## src/rtl/alu_ctrl_seq.sv

```systemverilog
// -----------------------------------------------------------------------------
// alu_ctrl_seq
//   Sequencing initiator for the 32-bit combinational ALU. An op (ALUOp/funct
//   plus two operands) is accepted from decode over a valid/ready handshake.
//   The operands and the decoded 4-bit ctrl code are registered and held
//   stable on the ALU inputs. Single-cycle ops are held for one cycle and mult
//   for MULT_LAT cycles. The ALU result and zero flag are then captured and
//   offered to the consumer over a second valid/ready handshake.
//
// Parameters
//   MULT_LAT      cycles the ALU inputs are held for mult before capture (>=1)
//
// Configuration macro
//   ALU_CTRL_ILLEGAL_TRAP_EN
//     defined   : an undecodable funct skips the ALU (ctrl stays 4'hF) and
//                 completes straight away with result_o=0, zero_o=1 and
//                 illegal_o=1.
//     undefined : an undecodable funct executes as add (ctrl 2) and
//                 illegal_o is tied 0.
//
// Ports
//   clk_i         in   1   clock, rising edge
//   rst_i         in   1   synchronous reset, active-low
//   valid_i       in   1   op request valid
//   ready_o       out  1   op accepted when valid_i & ready_o (IDLE only)
//   aluop_i       in   3   op class from main decoder
//   funct_i       in   6   R-type funct field
//   src1_i        in   32  operand 1
//   src2_i        in   32  operand 2
//   alu_ctrl_o    out  4   ALU ctrl code (4'hF = NOP outside EXEC/MWAIT)
//   alu_src1_o    out  32  registered ALU operand 1
//   alu_src2_o    out  32  registered ALU operand 2
//   alu_result_i  in   32  ALU result
//   alu_zero_i    in   1   ALU zero flag
//   valid_o       out  1   result valid (DONE)
//   ready_i       in   1   consumer ready
//   result_o      out  32  captured result
//   zero_o        out  1   captured zero flag
//   illegal_o     out  1   undecodable op flag, qualified by valid_o
// -----------------------------------------------------------------------------
module alu_ctrl_seq #(
  parameter int MULT_LAT = 3
) (
  input  logic        clk_i,
  input  logic        rst_i,
  input  logic        valid_i,
  output logic        ready_o,
  input  logic [2:0]  aluop_i,
  input  logic [5:0]  funct_i,
  input  logic [31:0] src1_i,
  input  logic [31:0] src2_i,
  output logic [3:0]  alu_ctrl_o,
  output logic [31:0] alu_src1_o,
  output logic [31:0] alu_src2_o,
  input  logic [31:0] alu_result_i,
  input  logic        alu_zero_i,
  output logic        valid_o,
  input  logic        ready_i,
  output logic [31:0] result_o,
  output logic        zero_o,
  output logic        illegal_o
);

  localparam int CNT_W = (MULT_LAT > 1) ? $clog2(MULT_LAT) : 1;

  localparam logic [3:0] CTRL_AND  = 4'h0;
  localparam logic [3:0] CTRL_OR   = 4'h1;
  localparam logic [3:0] CTRL_ADD  = 4'h2;
  localparam logic [3:0] CTRL_BNEQ = 4'h3;
  localparam logic [3:0] CTRL_BGE  = 4'h4;
  localparam logic [3:0] CTRL_BGT  = 4'h5;
  localparam logic [3:0] CTRL_SUB  = 4'h6;
  localparam logic [3:0] CTRL_SLT  = 4'h7;
  localparam logic [3:0] CTRL_MULT = 4'h8;
  localparam logic [3:0] CTRL_NOP  = 4'hF;

`ifdef ALU_CTRL_ILLEGAL_TRAP_EN
  // NOP doubles as the "illegal" marker out of the decoder; it is never a
  // legitimate decode result, so it cannot be confused with a real op.
  localparam logic [3:0] CTRL_BAD = CTRL_NOP;
`else
  localparam logic [3:0] CTRL_BAD = CTRL_ADD;
`endif

  typedef enum logic [1:0] {
    S_IDLE  = 2'd0,
    S_EXEC  = 2'd1,
    S_MWAIT = 2'd2,
    S_DONE  = 2'd3
  } state_t;

  state_t             state_q, state_d;
  logic [CNT_W-1:0]   cnt_q,   cnt_d;
  logic [3:0]         ctrl_q,  ctrl_d;
  logic [31:0]        src1_q,  src1_d;
  logic [31:0]        src2_q,  src2_d;
  logic [31:0]        result_q, result_d;
  logic               zero_q,  zero_d;
`ifdef ALU_CTRL_ILLEGAL_TRAP_EN
  logic               illegal_q, illegal_d;
`endif

  logic [3:0]         dec_ctrl;

  // ALUOp/funct -> ALU ctrl code.
  function automatic logic [3:0] decode_ctrl(input logic [2:0] op,
                                             input logic [5:0] fn);
    logic [3:0] c;
    c = CTRL_ADD;
    case (op)
      3'b000: c = CTRL_ADD;
      3'b001: c = CTRL_SUB;
      3'b011: c = CTRL_BNEQ;
      3'b100: c = CTRL_BGE;
      3'b101: c = CTRL_BGT;
      3'b110: c = CTRL_OR;
      3'b111: c = CTRL_SLT;
      3'b010: begin
        case (fn)
          6'b100000: c = CTRL_ADD;
          6'b100010: c = CTRL_SUB;
          6'b100100: c = CTRL_AND;
          6'b100101: c = CTRL_OR;
          6'b101010: c = CTRL_SLT;
          6'b011000: c = CTRL_MULT;
          default:   c = CTRL_BAD;
        endcase
      end
      default: c = CTRL_ADD;
    endcase
    return c;
  endfunction

  assign dec_ctrl = decode_ctrl(aluop_i, funct_i);

  // State and datapath registers. Everything, data included, returns to a
  // known value on reset so an in-flight op leaves no trace.
  always_ff @(posedge clk_i) begin
    if (!rst_i) begin
      state_q   <= S_IDLE;
      cnt_q     <= '0;
      ctrl_q    <= CTRL_NOP;
      src1_q    <= '0;
      src2_q    <= '0;
      result_q  <= '0;
      zero_q    <= 1'b0;
`ifdef ALU_CTRL_ILLEGAL_TRAP_EN
      illegal_q <= 1'b0;
`endif
    end else begin
      state_q   <= state_d;
      cnt_q     <= cnt_d;
      ctrl_q    <= ctrl_d;
      src1_q    <= src1_d;
      src2_q    <= src2_d;
      result_q  <= result_d;
      zero_q    <= zero_d;
`ifdef ALU_CTRL_ILLEGAL_TRAP_EN
      illegal_q <= illegal_d;
`endif
    end
  end

  // Next-state and datapath update.
  always_comb begin
    state_d   = state_q;
    cnt_d     = cnt_q;
    ctrl_d    = ctrl_q;
    src1_d    = src1_q;
    src2_d    = src2_q;
    result_d  = result_q;
    zero_d    = zero_q;
`ifdef ALU_CTRL_ILLEGAL_TRAP_EN
    illegal_d = illegal_q;
`endif
    case (state_q)
      S_IDLE: begin
        if (valid_i) begin
          src1_d = src1_i;
          src2_d = src2_i;
          ctrl_d = dec_ctrl;
`ifdef ALU_CTRL_ILLEGAL_TRAP_EN
          illegal_d = 1'b0;
`endif
          if (dec_ctrl == CTRL_MULT) begin
            state_d = S_MWAIT;
            cnt_d   = CNT_W'(MULT_LAT - 1);
`ifdef ALU_CTRL_ILLEGAL_TRAP_EN
          end else if (dec_ctrl == CTRL_BAD) begin
            // Trap: the ALU is never driven, the canned result is loaded here.
            state_d   = S_DONE;
            result_d  = '0;
            zero_d    = 1'b1;
            illegal_d = 1'b1;
`endif
          end else begin
            state_d = S_EXEC;
          end
        end
      end
      S_EXEC: begin
        result_d = alu_result_i;
        zero_d   = alu_zero_i;
        state_d  = S_DONE;
      end
      S_MWAIT: begin
        if (cnt_q == '0) begin
          result_d = alu_result_i;
          zero_d   = alu_zero_i;
          state_d  = S_DONE;
        end else begin
          cnt_d = cnt_q - CNT_W'(1);
        end
      end
      S_DONE: begin
        // No accept here even when ready_i is high; IDLE takes the next op.
        if (ready_i) state_d = S_IDLE;
      end
      default: state_d = S_IDLE;
    endcase
  end

  // Outputs.
  always_comb begin
    ready_o    = (state_q == S_IDLE);
    valid_o    = (state_q == S_DONE);
    alu_ctrl_o = CTRL_NOP;
    if (state_q == S_EXEC || state_q == S_MWAIT) alu_ctrl_o = ctrl_q;
  end

  assign alu_src1_o = src1_q;
  assign alu_src2_o = src2_q;
  assign result_o   = result_q;
  assign zero_o     = zero_q;
`ifdef ALU_CTRL_ILLEGAL_TRAP_EN
  assign illegal_o  = illegal_q;
`else
  assign illegal_o  = 1'b0;
`endif

endmodule
```

## config.mk

```make
export PLATFORM = sky130hd
export DESIGN_NAME = alu_ctrl_seq
export DESIGN_NICKNAME = d
export VERILOG_FILES = /design/src/rtl/alu_ctrl_seq.sv
export SDC_FILE = /design/constraint.sdc
export NUM_CORES = 1
export LEC_CHECK = 0
export CAP_MARGIN = 0
export CORE_ASPECT_RATIO = 2
export CORE_MARGIN = 1.5
export CORE_UTILIZATION = 36
export CTS_BUF_LIST = sky130_fd_sc_hd__clkbuf_4
export CTS_CLUSTER_SIZE = 28
export DETAILED_ROUTE_END_ITERATION = 12
export GPL_ROUTABILITY_DRIVEN = 0
export PLACE_DENSITY_LB_ADDON = 0.25
export SLEW_MARGIN = 30
export SYNTH_ARGS = -nofsm -noshare
export SYNTH_HDL_FRONTEND = slang
export SYNTH_SLANG_ARGS = --single-unit
```

## constraint.sdc

```tcl
create_clock -name clk_i -period 1.4 [get_ports clk_i]
set_input_delay 0.42 -clock clk_i [delete_from_list [all_inputs] [get_ports clk_i]]
set_output_delay 0.42 -clock clk_i [all_outputs]
set_load 0.05 [all_outputs]
```

==> Word-level counts from Yosys, hierarchy flattened <==
Index checks and enable logic that the tools add are counted.
{ "totals": {"register_bits": 105, "out_inout_bits": 104} }
{ "classes": {"n_addsub": 1, "eq_ne": 21, "mux": 16, "n_reduce_logical": 10} }
{ "op_table": {"columns": ["operator", "count"], "rows": [
  ["32-bit one-hot mux with 2 select lines", 1],
  ["32-bit two-way mux", 1],
  ["4-bit one-hot mux with 8 select lines", 1],
  ["6-bit equality test, second input constant", 4],
  ["4-bit one-hot mux with 5 select lines", 1],
  ["2-bit two-way mux", 7],
  ["3-bit equality test, second input constant", 4],
  ["2-bit one-hot mux with 4 select lines", 1],
  ["3-bit by 2-bit equality test with 1-bit output, second input constant", 2],
  ["6-bit by 5-bit equality test with 1-bit output, second input constant", 1],
  ["2-bit inequality test, second input constant", 3],
  ["2-bit equality test, second input constant", 2],
  ["4-bit equality test, second input constant", 1],
  ["2-bit zero test", 2],
  ["4-bit two-way mux", 1],
  ["2-bit by 1-bit inequality test with 1-bit output, second input constant", 2],
  ["2-bit one-hot mux with 2 select lines", 1],
  ["2-bit AND reduction", 2],
  ["4-bit AND reduction", 1],
  ["2-bit nonzero test", 2],
  ["3-bit by 1-bit equality test with 1-bit output, second input constant", 1],
  ["3-bit zero test", 1],
  ["3-bit AND reduction", 1],
  ["2-bit by 1-bit equality test with 1-bit output, second input constant", 1],
  ["4 further kinds", 4]
]} }

==> Longest topological paths before layout <==
{ "logic_depth": {"depth_word": 7, "mapped_depth": 8, "depth_no_buf": 6} }

==> Least setup slack after synthesis <==
No wires, ideal clock.
{ "synth_path": {"path_type": "register -> register", "startpoint": "reg state_q[0]", "endpoint": "reg cnt_q[1]", "setup_time_ns": 0.086, "arrival_time_ns": 1.743, "required_ns": 1.314, "slack_ns": -0.429, "stages_incl_launch_ff": 8, "period_less_slack_ns": 1.829, "cell_sequence": "dfxtp_1 > inv_1 > ha_1 > buf_2 > inv_1 > o21a_1 > a21o_2 > a211oi_1"} }
{ "synth_between": {"elab_chain_cells": 3, "word_cells_on_any_way": 8, "classes_between": "4 x eq/ne; 1 x mux; 3 x reduce/logical"} }
{ "synth_rtl": {"columns": ["item", "line_no", "text"], "rows": [
  ["from (decl)", "92", "state_t state_q, state_d;"],
  ["from (signal assigned)", "151", "state_q <= state_d;"],
  ["2-bit zero test *", null, null],
  ["net ready_o", "47", "output logic ready_o,"],
  ["2-bit by 1-bit inequality test with 1-bit output (no line), or another cell as far along", null, null],
  ["4-bit AND reduction (no line)", null, null],
  ["to (signal assigned)", "152", "cnt_q <= cnt_d;"],
  ["to (decl)", "93", "logic [CNT_W-1:0] cnt_q, cnt_d;"]
]} }
Mark *: on every way through the listed nets, which the timed path passes. The rest lies on a longest branch.
A chain may end at the register's enable or synchronous reset.

==> Worst setup path in the final report <==
{ "layout_path": {"startpoint": "reg state_q[1]", "endpoint": "out valid_o"} }
{ "layout_between": {"elab_chain_cells": 1} }
{ "layout_rtl": {"columns": ["item", "line_no", "text"], "rows": [
  ["2-bit equality test", "226", "valid_o = (state_q == S_DONE);"],
  ["to (decl)", "57", "output logic valid_o,"]
]} }
No other way between the ends.

==> flow_metrics.py <==
metrics = {
    "status": {
        "status": "finished, violations left",
        "violations": "setup timing",
    },
    "setup_path": {
        "cpMaxStageDelayCell": "dfxtp_2",
        "cp_data_arrival_time_ps": 1470,
        "critPathMaxStageDelay_ps": 360,
        "cp_cell_sequence": "buf_4 > buf_6 > buf_6 > ha_4 > buf_12",
        "worst-path-max-fanout": 2,
        "end_kind": "primary output",
        "cp.required_ps": 980,
        "cpMostUsedCell": "buf_6",
        "critical_path_class": "flop to primary output",
        "crit_path_start_kind": "flop",
    },
    "die": {
        "dieArea_mm2": 0.0116,
        "dieHeight_um": 151,
        "start_util_pct": 37.1,
        "pin_count": 214,
        "rows": 53,
        "fp.dieW_um": 76.8,
        "core_mm2": 0.0105,
    },
    "timing": {
        "fin_crit_ps": 1890,
        "skew_ps": 13.4,
        "rsz0062_at_grt": "true",
        "finalHoldViolations": 0,
        "setup_viol": 161,
        "period_share_pct": 135,
        "whs_ps": 466,
        "final_max_slew_viol_count": 0,
        "worst_slack_ps": -489,
        "fmax_ghz": 0.529,
    },
    "yosys": {
        "synth.distinct_cells": 34,
        "synth-seq-area-share_pct": 53.7,
        "synth_cells": 495,
        "yosys_warnings": 0,
        "ys_ff_latch": 105,
        "syn-cell-area_mm2": 0.00392,
        "synth.net_count": 609,
        "syn_area_per_cell_um2": 7.91,
    },
    "grt": {
        "grt_max_degree": 40,
        "grt-ovfl-total": 0,
        "track_usage_pct": 24.2,
        "grt_pass1_wl_mm": 21.5,
        "grt_pass1_vias": 4397,
        "antenna_found_initial": 2,
    },
    "route": {
        "routed_via_density": 5.19,
        "vias": 4648,
        "drt_first_pass_iters": 5,
        "wl_mm": 17.8,
        "drc": 0,
        "drtAntennaViolNets": 0,
        "drt_iter0_drc": 219,
        "routedWlPerCell_um": 19.9,
    },
    "power": {
        "p_int_w": 0.0105,
        "clock_power_share_pct": 8.4,
        "ir_drop_v": 0.00126,
        "power_frac_seq_pct": 25.3,
        "power_w": 0.0186,
        "power_leakage_nw": 3.54,
        "p_per_area_mw_per_mm2": 2110,
        "p_switching_w": 0.00808,
        "swShare_pct": 43.5,
        "pwr-share-comb_pct": 66.3,
    },
    "clocking": {
        "clock_latency_ps": 470,
        "cts-root-buf": "clkbuf_4",
        "tritoncts": "built",
        "htreeDepth": 3,
        "clock_sinks": 105,
        "hold_buffers": 0,
        "numCtsBuffers": 9,
        "clockBufferDepth": 2,
        "path_clk_slew_ps": 160,
    },
    "finish": {
        "n_fill_cell": 548,
        "nNetsFinal": 867,
        "layout_commonest_cell": "nand2_1",
        "area_growth_pct": 125,
        "final_cell_mix": "nand2_1, buf_12, clkdlybuf4s50_1",
        "layout-drive-gt1-share_pct": 50.7,
    },
    "placed_design": {
        "post-place-ws_ps": -629,
        "place_hpwl_mm": 10.2,
        "portBuffers": 212,
    },
    "hold_path": {
        "hp-class": "input port to flop",
    },
    "run": {
        "cap_viol_max_count": 0,
    },
}
==> registers in the layout, indices dropped and copies added (netlist names) <==
| signal | flops |
|---|---|
| alu_src1_o | 32 |
| cnt_q | 2 |
| alu_src2_o | 32 |
| zero_o | 1 |
| state_q | 2 |
| result_o | 32 |
| ctrl_q | 4 |
==> cell type report <==
class / instances / area, µm² / share of cell area [%]
clock inverters: 5 / 56.3 / 0.640
well taps: 137 / 171 / 1.95
repair buffers: 279 / 4080 / 46.3
clock buffers: 10 / 75.1 / 0.853
diodes: 2 / 5.00 / 0.0569
flip-flops and latches: 105 / 2230 / 25.4
multi-input cells: 348 / 2150 / 24.4
inverters: 10 / 37.5 / 0.427
==> cell usage after synthesis, drive strengths merged <==
| master | n | area share (%) |
|---|---|---|
| nand2 | 199 | 19 |
| a32o | 1 | 0.26 |
| nand2b | 5 | 0.80 |
| a41oi | 1 | 0.22 |
| o21ai | 1 | 0.13 |
| nand3 | 1 | 0.13 |
| nor3b | 2 | 0.96 |
| dfxtp | 105 | 54 |
| a32oi | 1 | 0.22 |
| o221a | 1 | 0.29 |
| o211a | 1 | 0.26 |
| nor2 | 2 | 0.19 |
| and2 | 2 | 0.32 |
| inv | 10 | 0.96 |
| o21a | 1 | 0.19 |
| nor2b | 4 | 0.64 |
| o311ai | 1 | 0.22 |
| buf | 13 | 1.7 |
| ha | 4 | 1.3 |
| or3 | 1 | 0.16 |
| a21oi | 100 | 13 |
| a21o | 1 | 0.22 |
| a31oi | 2 | 0.32 |
| nand4b | 1 | 0.22 |
| maj3 | 2 | 0.51 |
| o32ai | 1 | 0.22 |
| o211ai | 4 | 0.77 |
| clkbuf | 21 | 2.0 |
| nand4 | 1 | 0.32 |
| a211oi | 2 | 0.38 |
| conb | 1 | 0.096 |
| nor3 | 2 | 0.26 |
| and3 | 1 | 0.19 |
==> what timing repair did <==
item | CTS | global route
cloned | 2 | 17
pin swaps | 5 | 65
setup buffers | 14 | 12
resized for setup | 115 | 111
endpoints found under the setup margin | 138 | 167
==> through the flow <==
stage | util [%] | setup TNS, ps | instances | area [µm²]
2_1_floorplan | - | -1570 | 495 | 3990
3_3_place_gp | 70.6 | -23230 | 835 | 7440
3_5_place_dp | 70.6 | -27250 | 835 | 7440
4_1_cts | 75.4 | -11130 | 866 | 7950
5_1_grt | 83.5 | -23300 | 896 | 8800
6_report | 83.5 | -13520 | 896 | 8800
==> worst max-delay path, delay by kind of cell (launching register included) <==
family / cells / cell delay, ps
fa+ha+maj: 1 / 160
buf+inv: 4 / 490
flops: 1 / 360
==> final timing paths <==
check             cells past startpoint                           to  slack [ps]                        from
setup / recovery                      5                      valid_o        -490     state_q[1]$_SDFFE_PN0P_
setup reg to reg                      8     result_o[5]$_SDFFE_PN0P_        -450     state_q[0]$_SDFFE_PN0P_
hold / removal                        3  alu_src2_o[28]$_SDFFE_PN0P_         470                  src2_i[28]
hold reg to reg                       2   alu_src1_o[1]$_SDFFE_PN0P_         490  alu_src1_o[1]$_SDFFE_PN0P_
==> routing by layer <==
layer | wire length (µm) | vias to the layer above | share of wire, % | track usage, %
li1 | - | 2134 | - | -
met1 | 5530 | 2240 | 31 | 21.3
met2 | 10400 | 214 | 58 | 49.1
met3 | 820 | 60 | 4.6 | 5.09
met4 | 1090 | 0 | 6.1 | 13.2
met5 | 0 | - | 0 | 0
==> cells by family after synthesis <==
kind of cell | synth area share [%]
other | 0.0958
AND/OR/NAND/NOR | 23.3
adder cells (fa/ha/maj) | 1.79
buffers and inverters | 4.70
AO/OA/AOI/OAI | 16.5
flip-flops | 53.7
==> power groups by stage <==
| stage | registers [W] | clock network [W] | logic, W |
|---|---|---|---|
| after global routing | 0.00476 | 0.00171 | 0.0127 |
| after floorplan | 0.00651 | 0 | 0.00256 |
| final | 0.00469 | 0.00156 | 0.0123 |
| after detailed placement | 0.00458 | 0 | 0.00914 |
| after global placement | 0.00451 | 0 | 0.00895 |
| after CTS | 0.00465 | 0.00158 | 0.0101 |
(Power assumes the default switching activity.)
